### src/rtl/ps2_key_event_pkg.sv
// Shared types and scan-code constants for the PS/2 set-2 key event decoder.
package ps2_key_event_pkg;

    typedef enum logic [1:0] {
        ST_IDLE    = 2'd0,
        ST_EXT     = 2'd1,
        ST_BRK     = 2'd2,
        ST_EXT_BRK = 2'd3
    } state_e;

    localparam logic [7:0] SC_EXT     = 8'hE0;
    localparam logic [7:0] SC_BRK     = 8'hF0;
    localparam logic [7:0] SC_LSHIFT  = 8'h12;
    localparam logic [7:0] SC_RSHIFT  = 8'h59;
    localparam logic [7:0] ASCII_NONE = 8'h20;

    // Keyboard housekeeping bytes (overrun, BAT ok, ack, resend, error) carry no key.
    function automatic logic is_ignore_byte(input logic [7:0] b);
        return (b == 8'h00) || (b == 8'hAA) || (b == 8'hFA) ||
               (b == 8'hFE) || (b == 8'hFF);
    endfunction

endpackage

### src/rtl/ps2_key_event_if.sv
// Byte input and key event output bundle between receiver, decoder and display stage.
interface ps2_key_event_if;
    logic [7:0] rx_data;
    logic       rx_valid;
    logic       key_valid;
    logic [7:0] key_code;
    logic       key_ext;
    logic [7:0] key_ascii;
    logic       key_down;
    logic [3:0] rel_tens;
    logic [3:0] rel_ones;

    modport master (
        output rx_data, rx_valid,
        input  key_valid, key_code, key_ext, key_ascii, key_down, rel_tens, rel_ones
    );

    modport slave (
        input  rx_data, rx_valid,
        output key_valid, key_code, key_ext, key_ascii, key_down, rel_tens, rel_ones
    );
endinterface

### src/rtl/ps2_key_event_ascii_lut.sv
// Combinational set-2 scan code to ASCII map with shift-aware letters.
module ps2_ascii_lut
    import ps2_key_event_pkg::*;
(
    input  logic [7:0] code,
    input  logic       ext,
    input  logic       shift,
    output logic [7:0] ascii
);
    logic [7:0] letter;

    always_comb begin
        letter = 8'h00;
        case (code)
            8'h1C: letter = 8'h61;  8'h32: letter = 8'h62;  8'h21: letter = 8'h63;
            8'h23: letter = 8'h64;  8'h24: letter = 8'h65;  8'h2B: letter = 8'h66;
            8'h34: letter = 8'h67;  8'h33: letter = 8'h68;  8'h43: letter = 8'h69;
            8'h3B: letter = 8'h6A;  8'h42: letter = 8'h6B;  8'h4B: letter = 8'h6C;
            8'h3A: letter = 8'h6D;  8'h31: letter = 8'h6E;  8'h44: letter = 8'h6F;
            8'h4D: letter = 8'h70;  8'h15: letter = 8'h71;  8'h2D: letter = 8'h72;
            8'h1B: letter = 8'h73;  8'h2C: letter = 8'h74;  8'h3C: letter = 8'h75;
            8'h2A: letter = 8'h76;  8'h1D: letter = 8'h77;  8'h22: letter = 8'h78;
            8'h35: letter = 8'h79;  8'h1A: letter = 8'h7A;
            default: letter = 8'h00;
        endcase
    end

    always_comb begin
        ascii = ASCII_NONE;
        if (!ext) begin
            if (letter != 8'h00) begin
                // Upper case sits exactly 0x20 below lower case.
                ascii = shift ? (letter - 8'h20) : letter;
            end else begin
                case (code)
                    8'h45: ascii = 8'h30;  8'h16: ascii = 8'h31;  8'h1E: ascii = 8'h32;
                    8'h26: ascii = 8'h33;  8'h25: ascii = 8'h34;  8'h2E: ascii = 8'h35;
                    8'h36: ascii = 8'h36;  8'h3D: ascii = 8'h37;  8'h3E: ascii = 8'h38;
                    8'h46: ascii = 8'h39;  8'h29: ascii = 8'h20;  8'h5A: ascii = 8'h0D;
                    default: ascii = ASCII_NONE;
                endcase
            end
        end
    end
endmodule

### src/rtl/ps2_key_event.sv
// Set-2 make/break/extended decoder producing key-press events, held-key flag and BCD release count.
module ps2_key_event
    import ps2_key_event_pkg::*;
#(
    parameter bit SUPPRESS_REPEAT = 1'b1
) (
    input  logic           clk,
    input  logic           reset,
    ps2_key_event_if.slave bus
);
    state_e     state_q, state_d;
    logic       lshift_q, lshift_d, rshift_q, rshift_d;
    logic       key_valid_q, key_valid_d;
    logic [7:0] key_code_q, key_code_d;
    logic       key_ext_q, key_ext_d;
    logic [7:0] key_ascii_q, key_ascii_d;
    logic       key_down_q, key_down_d;
    logic [7:0] held_code_q, held_code_d;
    logic       held_ext_q, held_ext_d;
    logic [3:0] tens_q, tens_d, ones_q, ones_d;

    logic       is_make, is_break, act_ext, is_shift, held_match;
    logic       rx_e0, rx_f0;
    logic [7:0] lut_ascii;

    assign rx_e0 = (bus.rx_data == SC_EXT);
    assign rx_f0 = (bus.rx_data == SC_BRK);

    ps2_ascii_lut u_lut (
        .code  (bus.rx_data),
        .ext   (act_ext),
        .shift (lshift_q | rshift_q),
        .ascii (lut_ascii)
    );

    always_ff @(posedge clk) begin
        if (!reset) begin
            state_q     <= ST_IDLE;
            lshift_q    <= 1'b0;
            rshift_q    <= 1'b0;
            key_valid_q <= 1'b0;
            key_code_q  <= 8'h00;
            key_ext_q   <= 1'b0;
            key_ascii_q <= 8'h00;
            key_down_q  <= 1'b0;
            held_code_q <= 8'h00;
            held_ext_q  <= 1'b0;
            tens_q      <= 4'd0;
            ones_q      <= 4'd0;
        end else begin
            state_q     <= state_d;
            lshift_q    <= lshift_d;
            rshift_q    <= rshift_d;
            key_valid_q <= key_valid_d;
            key_code_q  <= key_code_d;
            key_ext_q   <= key_ext_d;
            key_ascii_q <= key_ascii_d;
            key_down_q  <= key_down_d;
            held_code_q <= held_code_d;
            held_ext_q  <= held_ext_d;
            tens_q      <= tens_d;
            ones_q      <= ones_d;
        end
    end

    always_comb begin
        state_d = state_q;
        if (bus.rx_valid) begin
            case (state_q)
                ST_IDLE:  state_d = rx_e0 ? ST_EXT : (rx_f0 ? ST_BRK : ST_IDLE);
                ST_EXT:   state_d = rx_f0 ? ST_EXT_BRK : (rx_e0 ? ST_EXT : ST_IDLE);
                default:  state_d = ST_IDLE;
            endcase
        end
    end

    // A prefix byte arriving after F0 is malformed and simply discarded.
    always_comb begin
        is_make  = 1'b0;
        is_break = 1'b0;
        act_ext  = 1'b0;
        if (bus.rx_valid) begin
            case (state_q)
                ST_IDLE:    is_make = !(rx_e0 || rx_f0 || is_ignore_byte(bus.rx_data));
                ST_EXT:     begin is_make  = !(rx_e0 || rx_f0); act_ext = 1'b1; end
                ST_BRK:     is_break = !(rx_e0 || rx_f0);
                ST_EXT_BRK: begin is_break = !(rx_e0 || rx_f0); act_ext = 1'b1; end
                default:    is_make = 1'b0;
            endcase
        end
    end

    assign is_shift   = !act_ext && ((bus.rx_data == SC_LSHIFT) || (bus.rx_data == SC_RSHIFT));
    assign held_match = ({act_ext, bus.rx_data} == {held_ext_q, held_code_q});

    always_comb begin
        lshift_d    = lshift_q;
        rshift_d    = rshift_q;
        key_valid_d = 1'b0;
        key_code_d  = key_code_q;
        key_ext_d   = key_ext_q;
        key_ascii_d = key_ascii_q;
        key_down_d  = key_down_q;
        held_code_d = held_code_q;
        held_ext_d  = held_ext_q;
        tens_d      = tens_q;
        ones_d      = ones_q;
        if (is_make) begin
            if (is_shift) begin
                if (bus.rx_data == SC_LSHIFT) lshift_d = 1'b1;
                else                          rshift_d = 1'b1;
            end else if (!(SUPPRESS_REPEAT && key_down_q && held_match)) begin
                key_valid_d = 1'b1;
                key_code_d  = bus.rx_data;
                key_ext_d   = act_ext;
                key_ascii_d = lut_ascii;
                key_down_d  = 1'b1;
                held_code_d = bus.rx_data;
                held_ext_d  = act_ext;
            end
        end else if (is_break) begin
            if (is_shift) begin
                if (bus.rx_data == SC_LSHIFT) lshift_d = 1'b0;
                else                          rshift_d = 1'b0;
            end else if (held_match) begin
                key_down_d = 1'b0;
                if (ones_q == 4'd9) begin
                    ones_d = 4'd0;
                    tens_d = (tens_q == 4'd9) ? 4'd0 : tens_q + 4'd1;
                end else begin
                    ones_d = ones_q + 4'd1;
                end
            end
        end
    end

    assign bus.key_valid = key_valid_q;
    assign bus.key_code  = key_code_q;
    assign bus.key_ext   = key_ext_q;
    assign bus.key_ascii = key_ascii_q;
    assign bus.key_down  = key_down_q;
    assign bus.rel_tens  = tens_q;
    assign bus.rel_ones  = ones_q;
endmodule

### src/flat_wrapper.sv
// flat-port wrapper written by rule: the top's interface ports become plain ports
module ps2_key_event_flat import ps2_key_event_pkg::*;
#(
    parameter bit SUPPRESS_REPEAT = 1'b1
)
  (clk, reset, bus_rx_data, bus_rx_valid, bus_key_valid, bus_key_code, bus_key_ext, bus_key_ascii, bus_key_down, bus_rel_tens, bus_rel_ones);
  ps2_key_event_if bus_i ();
  input  logic clk;
  input  logic reset;
  input wire logic [$bits(bus_i.rx_data)-1:0] bus_rx_data;
  input wire logic [$bits(bus_i.rx_valid)-1:0] bus_rx_valid;
  output wire logic [$bits(bus_i.key_valid)-1:0] bus_key_valid;
  output wire logic [$bits(bus_i.key_code)-1:0] bus_key_code;
  output wire logic [$bits(bus_i.key_ext)-1:0] bus_key_ext;
  output wire logic [$bits(bus_i.key_ascii)-1:0] bus_key_ascii;
  output wire logic [$bits(bus_i.key_down)-1:0] bus_key_down;
  output wire logic [$bits(bus_i.rel_tens)-1:0] bus_rel_tens;
  output wire logic [$bits(bus_i.rel_ones)-1:0] bus_rel_ones;
  assign bus_i.rx_data = bus_rx_data;
  assign bus_i.rx_valid = bus_rx_valid;
  assign bus_key_valid = bus_i.key_valid;
  assign bus_key_code = bus_i.key_code;
  assign bus_key_ext = bus_i.key_ext;
  assign bus_key_ascii = bus_i.key_ascii;
  assign bus_key_down = bus_i.key_down;
  assign bus_rel_tens = bus_i.rel_tens;
  assign bus_rel_ones = bus_i.rel_ones;
  ps2_key_event #(.SUPPRESS_REPEAT(SUPPRESS_REPEAT)) u_core (.clk(clk), .reset(reset), .bus(bus_i));
endmodule
### config.mk
export PLATFORM = sky130hd
export DESIGN_NAME = ps2_key_event_flat
export DESIGN_NICKNAME = d
export VERILOG_FILES = /design/src/rtl/ps2_key_event_pkg.sv /design/src/rtl/ps2_key_event_if.sv /design/src/rtl/ps2_key_event_ascii_lut.sv /design/src/rtl/ps2_key_event.sv /design/src/flat_wrapper.sv
export SDC_FILE = /design/constraint.sdc
export NUM_CORES = 1
export LEC_CHECK = 0
export BUFFER_PORTS_ARGS = -buffer_cell sky130_fd_sc_hd__buf_4
export CAP_MARGIN = 20
export CORE_MARGIN = 2
export CORE_UTILIZATION = 40
export CTS_CLUSTER_DIAMETER = 100
export CTS_CLUSTER_SIZE = 28
export DETAILED_ROUTE_END_ITERATION = 10
export SETUP_SLACK_MARGIN = 0.02
export SLEW_MARGIN = 25
export SYNTH_ARGS = -nofsm -noshare
export SYNTH_HDL_FRONTEND = slang
export SYNTH_HIERARCHICAL = 1
export SYNTH_SLANG_ARGS = --single-unit
### constraint.sdc
create_clock -name clk -period 2.5 [get_ports clk]
set_input_delay 0.375 -clock clk [delete_from_list [all_inputs] [get_ports clk]]
set_output_delay 0.375 -clock clk [all_outputs]
set_load 0.02 [all_outputs]
* Yosys cells after proc, flatten, opt, wreduce, memory -nomap -nowiden *
Memory sizes are Yosys's and may differ from the RTL's.
Cells that the tools add are included.

operators by class
  muxes and demuxes = 37
  bitwise gates (word level) = 5
  $add $sub $neg = 3
  equal/unequal tests = 34
  reduce and logical (&&, ||, !) cells = 26

operators with widths
  operator             number
  $pmux 6 s11          1
  $eq 8x6->1 const B   6
  $eq 8x8->1 const B   6
  $eq 8x7->1 const B   4
  $mux 8               4
  $mux 1               25
  $eq 8x5->1 const B   3
  $reduce_and 5->1     4
  $ne 2x2->1 const B   9
  $eq 9x9->1           1
  $add 4x1->4 const B  2
  $eq 4x4->1 const B   2
  $logic_not 8->1      1
  $mux 4               2
  $reduce_bool 8->1    1
  $sub 8x6->8 const B  1
  $logic_or 1x1->1     7
  $mux 2               3
  $eq 2x2->1 const B   2
  $not 1->1            4
  $pmux 2 s2           1
  $reduce_and 4->1     1
  $reduce_bool 2->1    2
  $reduce_or 2->1      2
  8 further kinds      11

storage, ports and cells
  register bits = 31
  word-level logic and storage cells = 116
  ROM bits = 896
  memories kept = 1
  output and inout bits = 27

memory list
  name             words  width  read ports  clocked after memory_dff  write ports  line                           source
  (no name shown)  128    7      1           0                         0            ps2_key_event_ascii_lut.sv:14  case (code)

* Logic depth before layout (Yosys ltp) *
Gate-level depths: netlist of run 1.

  depth after elaboration = 11
  depth in mapped cells = 12

* By module *
Netlist of run 1, hierarchy kept.

modules (own cells, without submodules)
  module         area an instance (um^2)  instances  cells each
  ps2_key_event  1,641.6                  1          188
  ps2_ascii_lut  1,058.5                  1          158

* Worst setup path before layout of run 1 *
Ideal clock, no wire load.

  kind = input to register
  start = in bus_rx_data[1]
  end = reg u_core.key_ascii_q[4], in the netlist u_core/bus.key_ascii[4]
  arrival = 2,116 ps
  library setup time = 72 ps
  setup slack = 313 ps
  cell stages on the path = 10
  data required time = 2,428 ps
  cells stage by stage = inv_1 > ha_1 > clkbuf_1 > and3_1 > a32o_1 > a31oi_1 > nand2_1 > o32ai_2 > nand2_1 > mux2i_1

between the ends
  elaborated cells between the ends (all ways) = 45

RTL lines
  item                     line                           source
  from (decl)              flat_wrapper.sv:10             input wire logic [$bits(bus_i.rx_data)-1:0] bus_rx_data;
  $mem_v2 128x7            -
  $mux 8                   ps2_key_event_ascii_lut.sv:14
  $sub 8x6->8              ps2_key_event_ascii_lut.sv:33  ascii = shift ? (letter - 8'h20) : letter;
  $mux 8                   ps2_key_event_ascii_lut.sv:33
  $mux 8 (*)               ps2_key_event_ascii_lut.sv:31  if (letter != 8'h00) begin
  $mux 8 (*)               ps2_key_event_ascii_lut.sv:30  if (!ext) begin
  net u_core.lut_ascii[4]  ps2_key_event.sv:24            logic [7:0] lut_ascii;
  to (signal assigned)     ps2_key_event.sv:57            key_ascii_q <= key_ascii_d;
  to (decl)                ps2_key_event.sv:16            logic [7:0] key_ascii_q, key_ascii_d;

Mark *: on every way through the listed nets, which the timed path passes. The rest lies on a longest branch.
A chain may end at the register's enable or synchronous reset.

* Final worst setup path of run 1 *
  start = in bus_rx_data[1]
  end = reg u_core.key_ascii_q[5], in the netlist u_core/bus.key_ascii[5]

Same word-level chain as after synthesis.

==> results of run 1 <==
-- worst max-delay path, stage by stage --
cell      delay [ns]
buf_4           0.11
buf_4           0.14
ha_1            0.21
buf_4           0.14
a21o_1          0.17
o311a_1         0.12
o221a_1         0.28
a211oi_2        0.26
buf_4           0.17
nand3_1         0.07
o21ai_1         0.16
nand2_1         0.07
mux2i_1         0.16
-- logic make-up after synthesis --
kind of cell             after synthesis  synth area share
XOR/XNOR                              11            0.0357
flip-flops                            31             0.230
adder cells (fa/ha/maj)                9            0.0417
buffers and inverters                 42            0.0820
AO/OA/AOI/OAI                         88             0.239
AND/OR/NAND/NOR                      142             0.282
multiplexers                          23            0.0899
-- Yosys cell counts, types with 3 or more instances --
cell type	n
nand2_1	51
dfxtp_1	31
mux2i_1	22
a21oi_1	21
inv_1	15
nand3_1	14
nor2_1	11
clkbuf_1	10
o21ai_0	10
ha_1	9
buf_2	8
nor3_1	8
xor2_1	8
nor2b_1	7
and3_1	6
nand2b_1	6
nand3b_1	6
nand4_1	6
a31oi_1	5
nor4_1	5
o21a_1	5
o31ai_1	5
buf_6	4
o221a_2	4
o22ai_1	4
o31a_1	3
or2_2	3
or4_1	3
xnor2_1	3
-- sequential cells by signal (all words and copies together) (netlist names) --
| register | cells |
|---|---|
| u_core/state_q | 2 |
| u_core/held_code_q | 8 |
| u_core/held_ext_q | 1 |
| u_core/bus.rel_ones | 4 |
| u_core/bus.rel_tens | 4 |
| u_core/bus.key_down | 1 |
| u_core/lshift_q | 1 |
| u_core/bus.key_valid | 1 |
| u_core/bus.key_ascii | 8 |
| u_core/rshift_q | 1 |
-- worst min path at each step --
stage                                        from  cells after the start                      end  slack (ns)
after floorplan                   u_core/lshift_q                      1          u_core/lshift_q        0.49
after global placement    u_core/bus.key_ascii[2]                      2  u_core/bus.key_ascii[2]        0.44
after detailed placement  u_core/bus.key_ascii[6]                      2  u_core/bus.key_ascii[6]        0.45
after CTS                          bus_rx_data[7]                      3    u_core/held_code_q[7]        0.43
after global routing      u_core/bus.key_ascii[6]                      2  u_core/bus.key_ascii[6]        0.48
final                              bus_rx_data[7]                      3    u_core/held_code_q[7]        0.45
-- power by group through the flow --
| stage | clock network [mW] | registers, mW | logic [mW] |
|---|---|---|---|
| finish | 0.402 | 0.525 | 0.354 |
| global route | 0.432 | 0.527 | 0.382 |
| CTS | 0.408 | 0.525 | 0.350 |
| detailed placement | 0 | 0.536 | 0.349 |
| global placement | 0 | 0.536 | 0.345 |
| floorplan | 0 | 0.551 | 0.200 |
-- metal layers --
metal / up-vias / GRT usage / wire, um
li1: 1383 / - / -
met1: 1330 / 0.303 / 3760
met2: 102 / 0.302 / 3250
met3: 10 / 0.0385 / 513
met4: 0 / 0.0418 / 64
met5: - / 0 / 0
-- area by class of cell --
type / instances / area (sq um) / share of cell area
clock buffers: 6 / 82.6 / 0.0249
clock inverters: 1 / 5.00 / 0.00151
inverters: 16 / 60.1 / 0.0181
multi-input cells: 273 / 1860 / 0.561
flip-flops and latches: 31 / 621 / 0.187
well taps: 77 / 96.3 / 0.0290
repair buffers: 74 / 593 / 0.179
-- through the flow --
stage / hold slack (ns) / cell area, sq um / power [mW] / setup slack, ns / util
final: 0.446 / 3320 / 1.28 / 0.258 / 0.517
after global routing: 0.478 / 3320 / 1.34 / 0.143 / 0.517
after CTS: 0.432 / 3320 / 1.28 / 0.316 / 0.517
after detailed placement: 0.453 / 3230 / 0.885 / 0.0180 / 0.504
after global placement: 0.443 / 3230 / 0.881 / 0.0537 / 0.504
after floorplan: 0.489 / 2700 / 0.751 / 0.313 / -
==> tab_implementation.tex, run 1 <==
\begin{tabular}{lr}
\hline
Metric & Value \\
\hline
\multicolumn{2}{l}{\textbf{Worst setup path}} \\
Biggest fanout along the worst timing path & 5 \\
Worst setup path startpoint & bus\_rx\_data[1] \\
Destination of the worst register-to-register timing path & u\_core/bus.rel\_ones[1] \\
Worst Setup Start Kind & input port \\
Worst setup endpoint & u\_core/bus.key\_ascii[5] \\
Reg2reg start & u\_core/held\_code\_q[2] \\
Worst setup path category & in2reg \\
Number of cells on the worst reg-to-reg path & 6 \\
Required time of the critical path & 2.70 ns \\
Crit end category & flop \\
Reg2Reg Setup Slack & 0.49 ns \\
Worst endpoint data arrival time & 2.45 ns \\
\multicolumn{2}{l}{\textbf{Power and ir drop}} \\
P\_sw & 401 uW \\
Proportion of power drawn by flip-flops and latches & 0.410 \\
Power density over the cells & 386 nW/um\^{}2 \\
Proportion of total power due to net switching & 0.313 \\
Worst-case vdd ir drop & 0.241 mV \\
Part of the total power dissipated in the clock network & 0.314 \\
Proportion of power drawn by combinational gates & 0.276 \\
Leak Pwr & 1.43 nW \\
Internal cell power & 880 uW \\
\multicolumn{2}{l}{\textbf{CTS}} \\
Number of buffers created by CTS & 5 \\
CTS Hold Buffers Added & 0 \\
Clock-pin slew reported for the worst setup and hold paths after clock tree synthesis & 0.07 ns \\
TritonCTS clock tree & done \\
Number of sinks driven by the clock tree & 31 \\
Number of levels in the clock H-tree & 2 \\
Number of resized instances in the post-cts repair step & 0 \\
Clk buf depth & 2 \\
CTS root buf & clkbuf\_8 \\
Setup repair bufs after CTS & 0 \\
Insertion delay of the later-clocked pin in the worst-skew pair & 0.28 ns \\
\multicolumn{2}{l}{\textbf{Global routing}} \\
Global-route total usage across every layer & 0.203 \\
Initial antenna violation count & 0 \\
Via count of the first global-routing pass & 2,489 \\
Largest net degree at the start of global routing & 45 \\
Total congestion overflow after global routing & 0 \\
Global-route wire length before repair & 12,200 um \\
\multicolumn{2}{l}{\textbf{Drt}} \\
Drt pass-1 iters & 5 \\
Residual DRC count & 0 \\
DR WL/cell & 15.9 um \\
Number of vias per cell after detailed routing & 5.91 \\
Routed Wire Length & 7580 um \\
Routed Antenna Nets & 0 \\
Via count & 2,825 \\
Initial DRC Count & 233 \\
\multicolumn{2}{l}{\textbf{Timing}} \\
Endpoints failing hold & 0 \\
Number of max-slew violations in the final report & 0 \\
Slew at the pin with the worst max-slew slack & 0.468 ns \\
Post-route clock skew & 0.00415 ns \\
Highest achievable clock rate & 446 MHz \\
Setup violation total in the final timing report & 0 \\
Final period util & 0.897 \\
Setup TNS Final & 0 ns \\
Worst rel slew slack & 0.684 \\
Unrepaired setup endpoints after global routing & false \\
Final worst path period need & 2.24 ns \\
\multicolumn{2}{l}{\textbf{Flow run}} \\
Number of maximum-capacitance constraint violations & 0 \\
\multicolumn{2}{l}{\textbf{Finish}} \\
Leading cell type in the layout, fill and taps excluded & buf\_4 \\
Fill cell count & 630 \\
Layout Area Growth over Synthesis & 23.0\% \\
Net total in the final layout & 421 \\
Proportion of layout cells with a drive suffix above 1 & 0.252 \\
Most frequent cells in the layout & buf\_4, nand2\_1, dfxtp\_1 \\
Number of standard cells in the layout, taps in and fillers out & 478 \\
Number of inserted diodes & 0 \\
\multicolumn{2}{l}{\textbf{Synthesis}} \\
Synth top area share & 0.230 \\
Synthesized net count & 366 \\
Post-Synthesis Mean Instance Area & 7.80 sq um \\
Async SR Flop Fraction & 0 \\
Area of the mapped netlist & 2700 sq um \\
Synth unique cells & 68 \\
Sequential-to-total area share from yosys stat & 0.230 \\
Seq cells post-synth & 31 \\
Cells taking the most area after synthesis & dfxtp\_1, mux2i\_1, nand2\_1 \\
Post-Synthesis Cells & 346 \\
Cell type with the largest total area after synthesis & dfxtp\_1 \\
Top FF cell, synth & dfxtp\_1 \\
Warnings, synthesis & 6 \\
Number of flops mapped to enable cells by yosys & 0 \\
\multicolumn{2}{l}{\textbf{Floorplanning}} \\
Die outline width & 86.2 um \\
Area of the core & 6420 sq um \\
Area enclosed by the die boundary & 7420 sq um \\
Die Height & 86.2 um \\
Placement Rows & 29 \\
Count of boundary I/O pins & 38 \\
Starting density of the core & 0.420 \\
\multicolumn{2}{l}{\textbf{Run status}} \\
Outcome & complete, no violations \\
\multicolumn{2}{l}{\textbf{Placement}} \\
\# port buffers & 37 \\
Post-DP HPWL & 5490 um \\
Final weighted congestion in routability-driven placement & 0.926 \\
Number of instances in the placed design & 471 \\
\multicolumn{2}{l}{\textbf{Hold path}} \\
Class of the most critical hold timing path & in2reg \\
\hline
\end{tabular}
Power figures use the tool's default switching activity.
==> run 2: changes to the inputs <==
==> constraint.sdc (replaced) <==
create_clock -name clk -period 1.85 [get_ports clk]
set_input_delay 0.2775 -clock clk [delete_from_list [all_inputs] [get_ports clk]]
set_output_delay 0.2775 -clock clk [all_outputs]
set_load 0.02 [all_outputs]
==> tab_implementation.tex, run 2 (synthesis gave the netlist of run 1 again) <==
\begin{tabular}{lr}
\hline
Metric & Value \\
\hline
\multicolumn{2}{l}{\textbf{Worst setup path}} \\
CP Cell Sequence & buf\_12, inv\_8, buf\_6, ha\_4, nor2b\_2, o21bai\_1, a32o\_2, a21oi\_4, buf\_4, nand2\_1, o32ai\_2, nand2\_1, mux2i\_1 \\
Reg2reg start & u\_core/held\_code\_q[4] \\
Biggest fanout along the worst timing path & 6 (+1) \\
Reg2Reg Setup Slack & -0.07 ns (-0.56 ns) \\
Destination of the worst register-to-register timing path & u\_core/bus.rel\_ones[1] \\
Number of cells on the worst reg-to-reg path & 7 (+1) \\
Cell with the largest stage delay on the worst path & a32o\_2 \\
Worst setup path category & in2reg \\
Worst setup path startpoint & bus\_rx\_data[1] \\
Required time of the critical path & 2.06 ns (-0.64 ns) \\
Most common cell type on the critical path & nand2\_1 \\
Largest incremental delay on the critical path & 0.26 ns (-0.02 ns) \\
Worst Setup Start Kind & input port \\
Worst endpoint data arrival time & 2.15 ns (-0.30 ns) \\
Crit end category & flop \\
\multicolumn{2}{l}{\textbf{Timing}} \\
Setup violation total in the final timing report & 7 (+7) \\
Unrepaired setup endpoints after global routing & true \\
Final period util & 1.05 \\
Highest achievable clock rate & 516 MHz \\
Number of max-slew violations in the final report & 0 (unchanged) \\
Post-route clock skew & 0.00435 ns (+0.000201 ns) \\
Post-route worst hold slack & 0.305 ns (-0.141 ns) \\
Final setup slack of the worst path & -0.0892 ns (-0.347 ns) \\
Slew at the pin with the worst max-slew slack & 0.462 ns (-0.00604 ns) \\
Worst rel slew slack & 0.692 (+0.00766) \\
Endpoints failing hold & 0 (unchanged) \\
Final worst path period need & 1.94 ns \\
\multicolumn{2}{l}{\textbf{Drt}} \\
Routed Antenna Nets & 0 (unchanged) \\
DR WL/cell & 16.2 um (+2.3\%) \\
Number of vias per cell after detailed routing & 5.73 (-3.1\%) \\
Via count & 3,082 (+9.1\%) \\
Residual DRC count & 0 (unchanged) \\
Initial DRC Count & 194 (-17\%) \\
Routed Wire Length & 8730 um (+15\%) \\
Drt pass-1 iters & 4 (-1) \\
\multicolumn{2}{l}{\textbf{Finish}} \\
Number of standard cells in the layout, taps in and fillers out & 538 (+13\%) \\
Net total in the final layout & 481 (+14\%) \\
Layout Area Growth over Synthesis & 53.2\% \\
Leading cell type in the layout, fill and taps excluded & buf\_4 \\
Number of inserted diodes & 0 (unchanged) \\
Proportion of layout cells with a drive suffix above 1 & 0.456 (+0.204) \\
Fill cell count & 529 (-16\%) \\
Final Cell Area & 4140 sq um (+24\%) \\
Most frequent cells in the layout & buf\_4, nand2\_1, dfxtp\_1 \\
Share of the core filled with cells in the final layout & 0.644 (+0.127) \\
\multicolumn{2}{l}{\textbf{Global routing}} \\
Global-route wire length before repair & 13,600 um (+12\%) \\
Largest net degree at the start of global routing & 27 (-40\%) \\
Total congestion overflow after global routing & 0 (unchanged) \\
Via count of the first global-routing pass & 2,916 (+17\%) \\
Global-route total usage across every layer & 0.226 (+0.0229) \\
Initial antenna violation count & 0 (unchanged) \\
\multicolumn{2}{l}{\textbf{CTS}} \\
TritonCTS clock tree & done \\
Clock-pin slew reported for the worst setup and hold paths after clock tree synthesis & 0.07 ns (about the same) \\
CTS root buf & clkbuf\_8 \\
Number of buffers created by CTS & 5 (unchanged) \\
Number of levels in the clock H-tree & 2 (unchanged) \\
Number of sinks driven by the clock tree & 31 (unchanged) \\
Clk buf depth & 2 (unchanged) \\
CTS Hold Buffers Added & 0 (unchanged) \\
Insertion delay of the later-clocked pin in the worst-skew pair & 0.28 ns (about the same) \\
\multicolumn{2}{l}{\textbf{Power and ir drop}} \\
Worst-case vdd ir drop & 0.395 mV (+64\%) \\
Leak Pwr & 1.80 nW (+25\%) \\
Power density over the cells & 482 nW/um\^{}2 (+25\%) \\
Total Power Consumption & 1.99 mW (+56\%) \\
\multicolumn{2}{l}{\textbf{Flow run}} \\
Number of maximum-capacitance constraint violations & 0 (unchanged) \\
\multicolumn{2}{l}{\textbf{Floorplanning}} \\
Die Height & 86.2 um (unchanged) \\
Die outline width & 86.2 um (unchanged) \\
Area enclosed by the die boundary & 7420 sq um (unchanged) \\
Placement Rows & 29 (unchanged) \\
Area of the core & 6420 sq um (unchanged) \\
Starting density of the core & 0.420 (unchanged) \\
Count of boundary I/O pins & 38 (unchanged) \\
\multicolumn{2}{l}{\textbf{Placement}} \\
Post-DP HPWL & 6070 um (+11\%) \\
\# port buffers & 37 (unchanged) \\
Number of instances in the placed design & 521 (+11\%) \\
Final weighted congestion in routability-driven placement & 0.866 (-6.4\%) \\
Post-place instance area & 3630 sq um (+12\%) \\
\multicolumn{2}{l}{\textbf{Hold path}} \\
Number of stages on the worst hold path & 3 (unchanged) \\
Hold wc startpoint & bus\_rx\_data[3] \\
Class of the most critical hold timing path & in2reg \\
Endpoint, Worst Hold & u\_core/held\_code\_q[3] \\
\multicolumn{2}{l}{\textbf{Run status}} \\
Failing checks & setup timing \\
Outcome & finished, violations left \\
\hline
\end{tabular}
run 2: cell count changes in the layout (fill, tap and decap cells not counted), moves of 5 or more:
cell	delta
buf_6	+8
a21oi_1	-7
buf_4	+51
ha_1	-5
a21oi_2	+5
run 2: worst max path at each step:
| stage | endpoint | cells after the start |
|---|---|---|
| 3_3_place_gp | u_core/bus.key_ascii[1] | 12 |
| 4_1_cts | u_core/bus.key_ascii[4] | 11 |
| 3_5_place_dp | u_core/bus.key_ascii[1] | 12 |
| 5_1_grt | u_core/bus.key_ascii[4] | 13 |
| 2_1_floorplan | u_core/bus.key_ascii[4] | 10 |
| 6_report | u_core/bus.key_ascii[4] | 13 |
run 2: metrics by stage:
stage                     TNS (ns)  setup WS, ns
after floorplan             -0.773        -0.158
after global placement       -8.10        -0.445
after detailed placement     -8.57        -0.507
after CTS                   -0.199       -0.0968
after global routing         -1.49        -0.152
final                       -0.194       -0.0892
run 2: layer usage:
layer	GRT usage	up-vias	routed length (um)
li1	-	1504	-
met3	0.0298	14	423
met4	0.0577	0	146
met1	0.291	1472	3810
met2	0.396	92	4340
met5	0	-	0
run 2: cell type report:
| cell class | instances | area, sq um | area share |
|---|---|---|---|
| Multi-Input combinational cell | 273 | 2150 | 0.521 |
| Timing Repair Buffer | 134 | 1090 | 0.263 |
| Sequential cell | 31 | 626 | 0.151 |
| Tap cell | 77 | 96.3 | 0.0233 |
| Clock buffer | 6 | 72.6 | 0.0175 |
| Inverter | 16 | 70.1 | 0.0169 |
| Clock inverter | 1 | 30.0 | 0.00726 |
run 2: power breakdown:
group / internal, mW / switching, mW
Clock: 0.395 / 0.256
Combinational: 0.311 / 0.329
Sequential: 0.691 / 0.0135
Total: 1.40 / 0.598
run 2: worst max-delay path: cells and delay by family:
family,cells,cell delay [ns]
mux,1,0.13
compound gates,4,0.90
buf+inv,4,0.41
fa+ha+maj,1,0.25
simple gates,3,0.17
run 2: what timing repair did:
action / CTS / global route
setup buffers: 5 / 5
pin swaps: 28 / 21
resized for setup: 38 / 33
endpoints found under the hold margin: 0 / 0
endpoints found under the setup margin: 14 / 26
==> run 3: changes to the inputs <==
--- a/config.mk
+++ b/config.mk
@@ -16,5 +16,4 @@
 export SLEW_MARGIN = 25
 export SYNTH_ARGS = -nofsm -noshare
 export SYNTH_HDL_FRONTEND = slang
-export SYNTH_HIERARCHICAL = 1
 export SYNTH_SLANG_ARGS = --single-unit
==> tab_implementation.tex, run 3 <==
\begin{tabular}{lr}
\hline
Metric & Value \\
\hline
\multicolumn{2}{l}{\textbf{Power and ir drop}} \\
Power density over the cells & 481 nW/um\^{}2 (-0.25\%) \\
Total Power Consumption & 2.11 mW (+5.9\%) \\
Leak Pwr & 1.71 nW (-4.9\%) \\
Worst-case vdd ir drop & 0.566 mV (+43\%) \\
\multicolumn{2}{l}{\textbf{Timing}} \\
Unrepaired setup endpoints after global routing & true \\
Highest achievable clock rate & 538 MHz (+4.4\%) \\
Final worst path period need & 1.86 ns (-0.0817 ns) \\
Slew at the pin with the worst max-slew slack & 0.417 ns (-0.0454 ns) \\
Worst rel slew slack & 0.722 (+0.0306) \\
Final period util & 1.00 (-0.0442) \\
Post-route clock skew & 0.00870 ns (+0.00435 ns) \\
Setup violation total in the final timing report & 1 (-6) \\
Number of max-slew violations in the final report & 0 (unchanged) \\
Endpoints failing hold & 0 (unchanged) \\
Final setup slack of the worst path & -0.00748 ns (+0.0817 ns) \\
\multicolumn{2}{l}{\textbf{Worst setup path}} \\
Family of cells with the greatest summed delay on the critical path & simple AND/OR/NAND/NOR gates \\
CP Cell Sequence & buf\_12, inv\_8, ha\_4, or4b\_4, a21oi\_4, nor4\_4, and3\_4, buf\_6, a31oi\_2, o32ai\_2 \\
Worst path bufs/invs & 3 (-1) \\
Worst endpoint data arrival time & 2.03 ns (-0.12 ns) \\
Largest incremental delay on the critical path & 0.49 ns (+0.23 ns) \\
Cell with the largest stage delay on the worst path & or4b\_4 \\
Biggest fanout along the worst timing path & 9 (+3) \\
Worst Setup Start Kind & input port \\
Crit end category & flop \\
Worst setup path category & in2reg \\
Required time of the critical path & 2.02 ns (-0.04 ns) \\
\multicolumn{2}{l}{\textbf{Synthesis}} \\
Post-Synthesis Cells & 336 (-2.9\%) \\
Synth top area share & 0.231 (+0.00107) \\
Seq cells post-synth & 31 (unchanged) \\
Warnings, synthesis & 0 (-6) \\
Async SR Flop Fraction & 0 (unchanged) \\
Post-Synthesis Mean Instance Area & 8.00 sq um (+2.5\%) \\
Library cell with the highest instance count after synthesis & nand2\_1 \\
Sequential-to-total area share from yosys stat & 0.231 (+0.00107) \\
Cells taking the most area after synthesis & dfxtp\_1, nand2\_1, ha\_1 \\
Top cells by instance count after synthesis & nand2\_1, dfxtp\_1, nor2\_1 \\
Area of the mapped netlist & 2690 sq um (-0.46\%) \\
Top FF cell, synth & dfxtp\_1 \\
Number of flops mapped to enable cells by yosys & 0 (unchanged) \\
Synth unique cells & 69 (+1.5\%) \\
Cell type with the largest total area after synthesis & dfxtp\_1 \\
Synthesized net count & 356 (-2.7\%) \\
\multicolumn{2}{l}{\textbf{Drt}} \\
DR WL/cell & 17.3 um (+6.5\%) \\
Via count & 2,990 (-3.0\%) \\
Residual DRC count & 0 (unchanged) \\
Number of vias per cell after detailed routing & 5.73 (about the same) \\
Initial DRC Count & 144 (-26\%) \\
Routed Antenna Nets & 0 (unchanged) \\
Drt pass-1 iters & 4 (unchanged) \\
Routed Wire Length & 9020 um (+3.3\%) \\
\multicolumn{2}{l}{\textbf{Global routing}} \\
Total congestion overflow after global routing & 0 (unchanged) \\
Largest net degree at the start of global routing & 20 (-26\%) \\
Global-route total usage across every layer & 0.240 (+0.0140) \\
Via count of the first global-routing pass & 2,928 (+0.41\%) \\
Initial antenna violation count & 0 (unchanged) \\
Global-route wire length before repair & 14,300 um (+4.7\%) \\
\multicolumn{2}{l}{\textbf{Finish}} \\
Proportion of layout cells with a drive suffix above 1 & 0.535 (+0.0793) \\
Area taken by flip-flops and latches & 631 sq um (+0.80\%) \\
Number of inserted diodes & 0 (unchanged) \\
Leading cell type in the layout, fill and taps excluded & buf\_4 \\
Most frequent cells in the layout & buf\_4, nand2\_1, dfxtp\_1 \\
Share of the core filled with cells in the final layout & 0.683 (+0.0395) \\
Net total in the final layout & 464 (-3.5\%) \\
Area of combinational cells with multiple inputs & 2410 sq um (+12\%) \\
Fill cell count & 495 (-6.4\%) \\
Layout Area Growth over Synthesis & 63.3\% \\
\multicolumn{2}{l}{\textbf{Floorplanning}} \\
Starting density of the core & 0.418 (-0.00195) \\
Placement Rows & 29 (unchanged) \\
Area enclosed by the die boundary & 7390 sq um (-0.44\%) \\
Area of the core & 6420 sq um (unchanged) \\
Die Height & 86.0 um (-0.22\%) \\
Count of boundary I/O pins & 38 (unchanged) \\
Die outline width & 86.0 um (-0.22\%) \\
\multicolumn{2}{l}{\textbf{Hold path}} \\
Class of the most critical hold timing path & in2reg \\
\multicolumn{2}{l}{\textbf{CTS}} \\
Insertion delay of the later-clocked pin in the worst-skew pair & 0.29 ns (about the same) \\
Clock-pin slew reported for the worst setup and hold paths after clock tree synthesis & 0.07 ns (about the same) \\
Number of sinks driven by the clock tree & 31 (unchanged) \\
Clk buf depth & 2 (unchanged) \\
Number of levels in the clock H-tree & 2 (unchanged) \\
CTS root buf & clkbuf\_8 \\
Number of buffers created by CTS & 5 (unchanged) \\
TritonCTS clock tree & done \\
\multicolumn{2}{l}{\textbf{Placement}} \\
Post-DP HPWL & 6130 um (+1.1\%) \\
Final weighted congestion in routability-driven placement & 0.922 (+6.4\%) \\
\# port buffers & 37 (unchanged) \\
\multicolumn{2}{l}{\textbf{Run status}} \\
Failing checks & setup timing \\
Outcome & finished, violations left \\
\multicolumn{2}{l}{\textbf{Flow run}} \\
Number of maximum-capacitance constraint violations & 0 (unchanged) \\
\hline
\end{tabular}
[run 3: changes by cell type in the layout (fill, tap and decap cells not counted), sizes merged, moves of 7 or more]
cell    delta
xnor2      +9
mux2i     -13
nand2b     +9
xor2       -7
inv        -8
nand2     -19
nor2       +9
[run 3: routing by layer]
metal  part of all wire  up-vias  wire length, um  GRT usage
met5                  0        -                0          0
met4              0.021        0              187     0.0664
met3              0.043       17              385     0.0346
met2               0.50       86             4540      0.414
met1               0.43     1423             3910      0.310
li1                   -     1464                -          -
[run 3: timing repair]
action                     in CTS  in global routing
cloned                          0                  0
buffers inserted                9                  2
resized for setup              35                 69
setup endpoints to repair      20                 24
hold buffers                    0                  0
pin swaps                      22                 38
[run 3: worst paths after layout]
check	from	to	slack [ns]	depth (start not counted)
max	bus_rx_data[1]	u_core.bus.key_ascii[1]	-0.007	10
min	reset	u_core.bus.rel_ones[2]	0.33	2
max reg2reg	u_core.state_q[0]	u_core.bus.key_ascii[1]	0.01	7
min reg2reg	u_core.bus.key_ascii[7]	u_core.bus.key_ascii[7]	0.47	2
[run 3: kinds of logic (layout without fill, tap and decap cells)]
group | Yosys count | in the layout | synth area share
xor gates and xnor gates | 13 | 13 | 0.0424
buffers and inverters | 39 | 148 | 0.0871
and+or+nand+nor | 152 | 152 | 0.332
DFF | 31 | 31 | 0.231
AOI/OAI and AO/OA | 80 | 80 | 0.219
muxes | 12 | 12 | 0.0461
adders and majority gates | 9 | 9 | 0.0419
[run 3: area by class of cell]
class,count,area share
clock buffer,6,0.0188
clock inverter,2,0.00798
inverter,9,0.00998
multi-input combinational,266,0.549
sequential,31,0.144
tap,77,0.0219
timing repair buffer,131,0.249
[run 3: power by group]
group	switching, mW	total (mW)	internal [mW]
Clock	0.274	0.709	0.436
Combinational	0.363	0.693	0.330
Sequential	0.0189	0.709	0.690
[run 3: through the flow]
step | area [sq um] | setup TNS (ns) | instances | worst slack [ns] | hold WS [ns]
detailed placement | 3640 | -9.84 | 503 | -0.554 | 0.454
floorplan | 2880 | -1.60 | 336 | -0.140 | 0.414
global placement | 3640 | -9.03 | 503 | -0.529 | 0.448
global route | 4390 | -0.436 | 522 | -0.0755 | 0.342
CTS | 4040 | -0.217 | 520 | -0.0620 | 0.324
finish | 4390 | -0.00748 | 522 | -0.00748 | 0.329
[run 3: worst reg2reg max path: cells and delay by family, from the launching register on]
| kind | cells | cell delay, ns |
|---|---|---|
| and+or+nand+nor | 3 | 0.79 |
| AOI/OAI and AO/OA | 3 | 0.46 |
| DFF | 1 | 0.32 |
| buffers and inverters | 1 | 0.15 |
